==> config.mk <==
export PLATFORM = sky130hd
export DESIGN_NAME = preg_free_list_flat
export DESIGN_NICKNAME = d
export VERILOG_FILES = /design/src/rtl/preg_free_list_if.sv /design/src/rtl/preg_free_list.sv /design/src/flat_wrapper.sv
export SDC_FILE = /design/constraint.sdc
export NUM_CORES = 1
export LEC_CHECK = 0
export ABC_AREA = 1
export BUFFER_PORTS_ARGS = -buffer_cell sky130_fd_sc_hd__buf_2
export CAP_MARGIN = 20
export CORE_MARGIN = 1
export CORE_UTILIZATION = 40
export CTS_CLUSTER_DIAMETER = 80
export DETAILED_ROUTE_END_ITERATION = 16
export PLACE_DENSITY = 0.67
export SETUP_SLACK_MARGIN = 0.1
export SLEW_MARGIN = 20
export SYNTH_ARGS = -nofsm -noshare
export SYNTH_HDL_FRONTEND = slang
export SYNTH_SLANG_ARGS = --single-unit
==> constraint.sdc <==
create_clock -name clk -period 2.81 [get_ports clk]
set_input_delay 0.7025 -clock clk [delete_from_list [all_inputs] [get_ports clk]]
set_output_delay 0.7025 -clock clk [all_outputs]
set_load 0.01 [all_outputs]
==> src/rtl/preg_free_list_if.sv <==
// Rename/retire-facing bundle of the physical register free list.
interface preg_free_list_if #(
  parameter int PREG_W = 6
);
  logic              alloc_req;
  logic              alloc_gnt;
  logic [PREG_W-1:0] alloc_preg;
  logic              free_valid;
  logic [PREG_W-1:0] free_preg;
  logic [PREG_W:0]   free_count;
  logic              empty;
  logic              full;
  logic              overflow_err;

  // Free-list side
  modport slave (
    input  alloc_req, free_valid, free_preg,
    output alloc_gnt, alloc_preg, free_count, empty, full, overflow_err
  );

  // Rename/retire side
  modport master (
    output alloc_req, free_valid, free_preg,
    input  alloc_gnt, alloc_preg, free_count, empty, full, overflow_err
  );
endinterface

==> src/rtl/preg_free_list.sv <==
// Physical register free list: circular FIFO of free tags, one allocation
// and one free per cycle. Tags NUM_AREGS..NUM_PREGS-1 are free at reset.
module preg_free_list #(
  parameter int NUM_PREGS = 64,
  parameter int NUM_AREGS = 32,
  parameter int PREG_W    = 6
) (
  input  logic               clk,
  input  logic               rst,
  preg_free_list_if.slave    fl
);
  localparam int DEPTH = NUM_PREGS - NUM_AREGS;
  localparam int PTR_W = $clog2(DEPTH);
  localparam int CNT_W = PREG_W + 1;

  logic [PREG_W-1:0] mem_q [DEPTH];
  logic [PTR_W-1:0]  head_q, head_d, tail_q, tail_d;
  logic [CNT_W-1:0]  count_q, count_d;
  logic              ovf_q, ovf_d;
  logic              empty_w, full_w, gnt_w, free_ok, free_acc, free_drop;

  assign empty_w = (count_q == '0);
  assign full_w  = (count_q == CNT_W'(DEPTH));

  // Grant is combinational so rename gets its tag in the request cycle;
  // no empty-list bypass from a same-cycle free.
  assign gnt_w     = fl.alloc_req & ~empty_w & ~rst;
  // Tag 0 is hard-wired to x0 and never re-enters the list (no error either).
  assign free_ok   = fl.free_valid & ~rst & (fl.free_preg != '0);
  // A full list can still take a free when a grant drains a slot the same edge.
  assign free_acc  = free_ok & ~(full_w & ~gnt_w);
  assign free_drop = free_ok & full_w & ~gnt_w;

  assign fl.alloc_gnt    = gnt_w;
  assign fl.alloc_preg   = mem_q[head_q];
  assign fl.free_count   = count_q;
  assign fl.empty        = empty_w;
  assign fl.full         = full_w;
  assign fl.overflow_err = ovf_q;

  // Next-state for pointers, occupancy and the sticky overflow flag
  always_comb begin
    head_d  = head_q;
    tail_d  = tail_q;
    count_d = count_q;
    ovf_d   = ovf_q | free_drop;
    if (gnt_w)
      head_d = (head_q == PTR_W'(DEPTH-1)) ? '0 : head_q + 1'b1;
    if (free_acc)
      tail_d = (tail_q == PTR_W'(DEPTH-1)) ? '0 : tail_q + 1'b1;
    case ({gnt_w, free_acc})
      2'b10:   count_d = count_q - 1'b1;
      2'b01:   count_d = count_q + 1'b1;
      default: count_d = count_q;
    endcase
  end

  // State registers; reset reloads the initial free tags and drops all state
  always_ff @(posedge clk) begin
    if (rst) begin
      head_q  <= '0;
      tail_q  <= '0;
      count_q <= CNT_W'(DEPTH);
      ovf_q   <= 1'b0;
      for (int i = 0; i < DEPTH; i++)
        mem_q[i] <= PREG_W'(NUM_AREGS + i);
    end else begin
      head_q  <= head_d;
      tail_q  <= tail_d;
      count_q <= count_d;
      ovf_q   <= ovf_d;
      if (free_acc)
        mem_q[tail_q] <= fl.free_preg;
    end
  end
endmodule
==> src/flat_wrapper.sv <==
// flat-port wrapper written by rule: the top's interface ports become plain ports
module preg_free_list_flat 
#(
  parameter int NUM_PREGS = 64,
  parameter int NUM_AREGS = 32,
  parameter int PREG_W    = 6
)
  (clk, rst, fl_alloc_req, fl_free_valid, fl_free_preg, fl_alloc_gnt, fl_alloc_preg, fl_free_count, fl_empty, fl_full, fl_overflow_err);
  preg_free_list_if #(.PREG_W(PREG_W)) fl_i ();
  input  logic clk;
  input  logic rst;
  input wire logic [$bits(fl_i.alloc_req)-1:0] fl_alloc_req;
  input wire logic [$bits(fl_i.free_valid)-1:0] fl_free_valid;
  input wire logic [$bits(fl_i.free_preg)-1:0] fl_free_preg;
  output wire logic [$bits(fl_i.alloc_gnt)-1:0] fl_alloc_gnt;
  output wire logic [$bits(fl_i.alloc_preg)-1:0] fl_alloc_preg;
  output wire logic [$bits(fl_i.free_count)-1:0] fl_free_count;
  output wire logic [$bits(fl_i.empty)-1:0] fl_empty;
  output wire logic [$bits(fl_i.full)-1:0] fl_full;
  output wire logic [$bits(fl_i.overflow_err)-1:0] fl_overflow_err;
  assign fl_i.alloc_req = fl_alloc_req;
  assign fl_i.free_valid = fl_free_valid;
  assign fl_i.free_preg = fl_free_preg;
  assign fl_alloc_gnt = fl_i.alloc_gnt;
  assign fl_alloc_preg = fl_i.alloc_preg;
  assign fl_free_count = fl_i.free_count;
  assign fl_empty = fl_i.empty;
  assign fl_full = fl_i.full;
  assign fl_overflow_err = fl_i.overflow_err;
  preg_free_list #(.NUM_PREGS(NUM_PREGS), .NUM_AREGS(NUM_AREGS), .PREG_W(PREG_W)) u_core (.clk(clk), .rst(rst), .fl(fl_i));
endmodule
==> summary.txt, run 1 <==
Status
  • Status: completed

Cells and area
  • Final nets: 1234
  • Area grow syn2layout: 22.2%
  • Layout Cells excl Fill: roughly 1600
  • N_diodes: 0
  • Design area: 13000 um^2
  • Layout cells sized above 1: 22.6%
  • Util after Layout: 49.9%

Routing
  • DRC errors left: 0
  • WL/cell: 19.5 um
  • First-pass iteration count of the detailed router: 5
  • Routed WL: a little over 30000 um
  • Final ANT Viol Nets: 0
  • Via count: a little under 9000
  • Vias per std cell: 5.65
  • Number of DRC markers in iteration 0: 904

Synthesis
  • Commonest cells post-synth: 342 x nand2_1, 271 x nand3_1, 192 x edfxtp_1
  • Cell with the most instances after synthesis: nand2_1
  • Synth Warn #: 0
  • Cells after synthesis: approximately 1200
  • Mean Syn Cell Area: 9.13 um^2
  • Synth Flop Type: edfxtp_1
  • Share of flip-flops with an asynchronous set or reset: 0%
  • Share of the synthesized area in the top cell type: 54.2%
  • Synthesized net count: 1191
  • Seq cells post-synth: 215
  • Post-synth cell types: 32
  • Largest area contributor in the netlist: edfxtp_1
  • Number of flops mapped to enable cells by yosys: 192
  • Mapped Area: roughly 11000 um^2
  • Sequential-to-total area share from yosys stat: 58.5%
  • Area contributors post-synth: edfxtp_1 54%, nand3_1 13%, nand2_1 12%, dfxtp_1 4.3%, nor2_1 3.7%

Min path
  • HP Class: reg2reg
  • Worst hold path depth: 2
  • HP Start: u_core.fl.overflow_err
  • Hold path endpoint: u_core.fl.overflow_err

Global routing
  • Largest net degree at the start of global routing: 42
  • Initial antenna violation count: 0
  • Global Route Usage Sum: 22.3%
  • First-pass GRT wire length: 46200 um
  • Vias in the first global route: 8409
  • Grt ovf: 0

Worst setup path
  • Worst EP arrival: 2.07 ns
  • CP startpoint kind: flip-flop
  • Worst r2r path cells: 17
  • Critical R2R Capture: u_core.fl.free_count[6]
  • Crit end category: output pin
  • CP required: about 2.1 ns
  • Reg-to-reg slack, setup: just under 0.4 ns
  • Reg-to-Reg Start: u_core.fl.free_count[1]
  • Max Fanout on Critical Path: 7
  • WS Path Type: reg2out

Clock tree
  • CTS tree: yes
  • CTS H-tree lvls: 1
  • Worst-path clk slew: 0.07 ns
  • CTS Buf Count: 22
  • Worst skew pair latency: 0.51 ns
  • Clock Sinks: 215
  • Maximum clock insertion buffer count: 3
  • CTS Root Cell: clkbuf_16
  • Post-CTS Hold Buffers: 0

Floorplan
  • Core area: 26100 um^2
  • Die Wd: 165 um
  • Total Die Area: 27300 um^2
  • Num rows: 59
  • Height of the chip: 165 um
  • I/O Pins: 27
  • Starting Density: approximately two fifths

STA
  • Max Clock Freq: 360 MHz
  • Period utilization: 98.7%
  • Post-layout min period: 2.77 ns
  • Slew @ Worst Pin: 0.741 ns
  • RSZ-0062 raised after global routing: true
  • Setup violators final: 0
  • Clock Skews: 0.0115 ns
  • Worst slew margin: between 50% and 60%
  • Max Slew Vio Count: 0
  • Fin worst setup slack: 0.0356 ns
  • Final hold viol count: 0

Placed design
  • Post-Place Cells: 1500
  • GP Congestion: 0.845
  • DP HPWL: 17500 um
  • Dpl ws: -0.186 ns
  • Port buffer count: 26
  • Cell Area, Placed: 11300 um^2

Power and ir drop
  • Pleak: between 4 and 5 nW
  • Pwr Density: 637 nW/um^2
  • Max VDD drop: 0.416 mV

Run
  • Max-Cap Viols: 0
## critical path, stage by stage, from the launching register on
cell     delay, ns
dfxtp_4       0.42
buf_12        0.14
buf_12        0.13
buf_16        0.15
nand2_2       0.06
nand3_2       0.07
nand3_2       0.08
nand2_2       0.10
nand2_1       0.05
nand2_1       0.06
nand2_1       0.06
nand2_2       0.11
buf_6         0.11
## area by class of cell
cell class,count,area [um^2]
well taps,335,419
inverters,44,180
fillers,2309,13100
clock buffers,29,661
multi-input cells,812,4270
flip-flops and latches,215,6230
clock inverters,9,45.0
repair buffers,114,1210
## cells by family (layout without fill, tap and decap cells)
logic type | count (synthesis) | in the layout | synth area share [%]
xor gates and xnor gates | 3 | 3 | 0.247
adders and majority gates | 15 | 15 | 1.83
and+or+nand+nor | 770 | 770 | 32.4
buffers and inverters | 139 | 196 | 5.71
AOI/OAI and AO/OA | 24 | 24 | 1.33
DFF | 215 | 215 | 58.5
## per-layer routing
metal | global-route usage [%] | vias up | routed length, um
li1 | - | 4072 | -
met4 | 6.34 | 0 | 987
met5 | 0 | - | 0
met1 | 28.3 | 4213 | 11700
met3 | 3.10 | 82 | 2750
met2 | 39.3 | 432 | 15000
## where the power goes
part	leakage (nW)	switching (mW)	internal [mW]
Combinational	2.80	1.12	0.640
Sequential	1.78	0.0860	3.57
Clock	0.343	1.22	1.65
Total	4.92	2.43	5.86
## placed cells by master, fill, tap and decap left out, drive strengths merged, types with 14 or more instances in the layout
master	count
nor2	107
nand3	271
dfxtp	23
edfxtp	192
inv	43
clkbuf	34
nand4	32
a21oi	14
ha	14
nand2	343
buf	109
## stage by stage
step / power [mW] / hold slack, ns / setup TNS (ns)
5_1_grt: 8.60 / 0.523 / -0.158
2_1_floorplan: 4.64 / 0.468 / 0
3_3_place_gp: 5.12 / 0.482 / -0.445
3_5_place_dp: 5.15 / 0.479 / -0.538
4_1_cts: 8.18 / 0.496 / 0
6_report: 8.29 / 0.491 / 0
## state kept, by name, indices dropped and copies added (netlist names), named ones only
signal / cells
u_core.tail_q: 5
u_core.mem_q: 192
u_core.head_q: 5
u_core.fl.free_count: 7
u_core.fl.overflow_err: 1
## how the worst max path moves through the flow
stage                          startpoint                 endpoint  slack [ns]  cells after the start
after floorplan           fl_free_preg[3]  u_core.fl.free_count[6]        0.12                     16
after global placement    fl_free_preg[3]  u_core.fl.free_count[6]       -0.17                     18
after detailed placement  fl_free_preg[3]  u_core.fl.free_count[6]       -0.19                     18
after CTS                       flip-flop         fl_alloc_preg[4]        0.06                     11
after global routing            flip-flop         fl_alloc_preg[2]       -0.04                     12
final                           flip-flop         fl_alloc_preg[2]        0.04                     12
## what timing repair did
item | in CTS | in global routing
gates resized for setup | 64 | 72
endpoints found under the hold margin | 0 | 0
setup buffers | 6 | 1
gates cloned | 8 | 5
pin swaps | 31 | 49
setup endpoints to repair | 6 | 7
(Power assumes the default switching activity.)
==> run 2: changes to the inputs <==
RECOVER_POWER = 25   (was unset)
==> run 2 against run 1 <==
  * Sequential share of layout area up 0.26 points
  * Largest power group unchanged
  * Highest routed layer unchanged
  * Register-to-register slack lost 0.21 ns
  * Maximum frequency is essentially flat
  * Clock power is essentially flat
  * Worst hold slack improved by 0.0030 ns
  * Routed wire length about the same
  * Sequential power about the same
  * Design area down 0.55%
  * Setup slack lost 0.0015 ns
==> summary.txt, run 2 (synthesis gave the netlist of run 1 again) <==
STA
  • Post-layout min period: about 2.8 ns
  • RSZ-0062 raised after global routing: true
  • Clock Skews: between 0.01 and 0.015 ns
  • Period utilization: 98.8%
  • Worst slew margin: 41.7%
  • Final hold viol count: 0
  • Max Clock Freq: 360 MHz
  • Max Slew Vio Count: 0
  • Setup violators final: 0
  • Slew @ Worst Pin: 0.875 ns

Worst setup path
  • CP max-delay cell: dfxtp_4
  • Crit path largest cell delay: 0.42 ns
  • Worst EP arrival: approximately 2.1 ns
  • CP startpoint kind: flip-flop
  • WS Path Type: reg2out
  • CP required: 2.11 ns
  • Cell repeated most along the worst path: nand2_2
  • Crit end category: output pin
  • Crit path cell chain: buf_12 > buf_12 > buf_16 > nand2_2 > nand3_2 > nand3_2 > nand2_2 > nand2_1 > nand2_2 > nand2_2 > nand2_4 > buf_6
  • Max Fanout on Critical Path: 7

Global routing
  • Vias in the first global route: between 8000 and 9000
  • Largest net degree at the start of global routing: 42
  • Initial antenna violation count: 0
  • First-pass GRT wire length: between 40000 and 50000 um
  • Global Route Usage Sum: 22.3%
  • Grt ovf: 0

Run
  • Max-Cap Viols: 0

Clock tree
  • Maximum clock insertion buffer count: 3
  • CTS H-tree lvls: 1
  • Worst skew pair latency: 0.51 ns
  • CTS Buf Count: 22
  • CTS tree: yes
  • Worst-path clk slew: ~0.07 ns
  • CTS Root Cell: clkbuf_16
  • Clock Sinks: 215

Floorplan
  • Starting Density: approximately two fifths
  • Core area: 26100 um^2
  • I/O Pins: 27
  • Die Wd: about 170 um
  • Height of the chip: 165 um
  • Num rows: 59
  • Total Die Area: 27300 um^2

Power and ir drop
  • Pwr Density: approximately 640 nW/um^2
  • Tot Pwr: 8.26 mW
  • Pleak: about 4.8 nW
  • Max VDD drop: 0.413 mV

Routing
  • Number of DRC markers in iteration 0: 865
  • Vias per std cell: 5.60
  • Final ANT Viol Nets: 0
  • DRC errors left: 0
  • First-pass iteration count of the detailed router: 7
  • Via count: 8728
  • Routed WL: ~30000 um
  • WL/cell: 19.5 um

Cells and area
  • Most used cells in the layout excluding fill and tap cells: 293 x nand2_1, 221 x nand3_1, 192 x edfxtp_1
  • N_diodes: 0
  • Layout cells sized above 1: 21.4%
  • Max reg flops: between 150 and 200
  • Final nets: 1234
  • Fill count: between 2000 and 2500
  • Design area: 12900 um^2
  • Biggest register: u_core.mem_q
  • Area grow syn2layout: 21.5%
  • Commonest non-fill, non-tap cell in the layout: nand2_1

Placed design
  • Port buffer count: 26
  • DP HPWL: roughly 17000 um
  • GP Congestion: 0.845
  • Cell Area, Placed: 11300 um^2

Status
  • Status: completed

Min path
  • HP Class: reg2reg
run 2: cell types whose count changed in the layout (fill, tap and decap cells not counted), moves of 2 or more:
cell	before	now
nor2_4	0	2
nor2_8	3	0
clkbuf_2	0	3
buf_2	20	12
buf_4	62	54
clkbuf_1	2	14
run 2: power by group:
part / internal [mW] / switching, mW
combinational: 0.619 / 1.11
sequential: 3.57 / 0.0866
clock: 1.65 / 1.23
total: 5.84 / 2.43
run 2: timing repair:
item                       4_1_cts  5_1_grt
cloned                           8        5
setup endpoints to repair        6        7
pin swaps                       31       49
buffers inserted                 6        1
gates resized for setup         64       72
hold buffers                     0        0
run 2: final timing paths:
path | start | endpoint | slack [ns] | depth (start not counted)
min | u_core.fl.overflow_err | u_core.fl.overflow_err | 0.49 | 2
max | flip-flop | fl_alloc_preg[3] | 0.03 | 12
min reg2reg | u_core.fl.overflow_err | u_core.fl.overflow_err | 0.49 | 2
max reg2reg | u_core.fl.free_count[1] | u_core.mem_q[12][4] | 0.18 | 8
run 2: layout make-up:
| type | count | area [um^2] | share of cell area, % |
|---|---|---|---|
| clock buffers | 29 | 661 | 5.11 |
| clock inverters | 9 | 45.0 | 0.348 |
| inverters | 44 | 180 | 1.39 |
| multi-input cells | 812 | 4230 | 32.7 |
| flip-flops and latches | 215 | 6230 | 48.2 |
| well taps | 335 | 419 | 3.24 |
| repair buffers | 114 | 1170 | 9.07 |
run 2: per-stage QoR:
step	instances	util, %	setup slack, ns	hold slack (ns)	setup TNS [ns]
after floorplan	1166	-	0.120	0.468	0
after CTS	1552	48.3	0.0588	0.496	0
final	1558	49.6	0.0341	0.494	0
after detailed placement	1500	43.5	-0.186	0.479	-0.538
after global routing	1558	49.6	-0.0389	0.524	-0.158
after global placement	1500	43.5	-0.172	0.482	-0.445
run 2: critical path: cells and delay by family, from the launching register on:
kind                   cells  cell delay (ns)
DFF                        1             0.42
and+or+nand+nor            8             0.60
buffers and inverters      4             0.52
run 2: per-layer routing:
metal	part of all wire, %	GRT usage [%]
met1	39	28.3
met2	49	39.3
met3	8.2	3.10
met4	3.2	6.34
met5	0	0
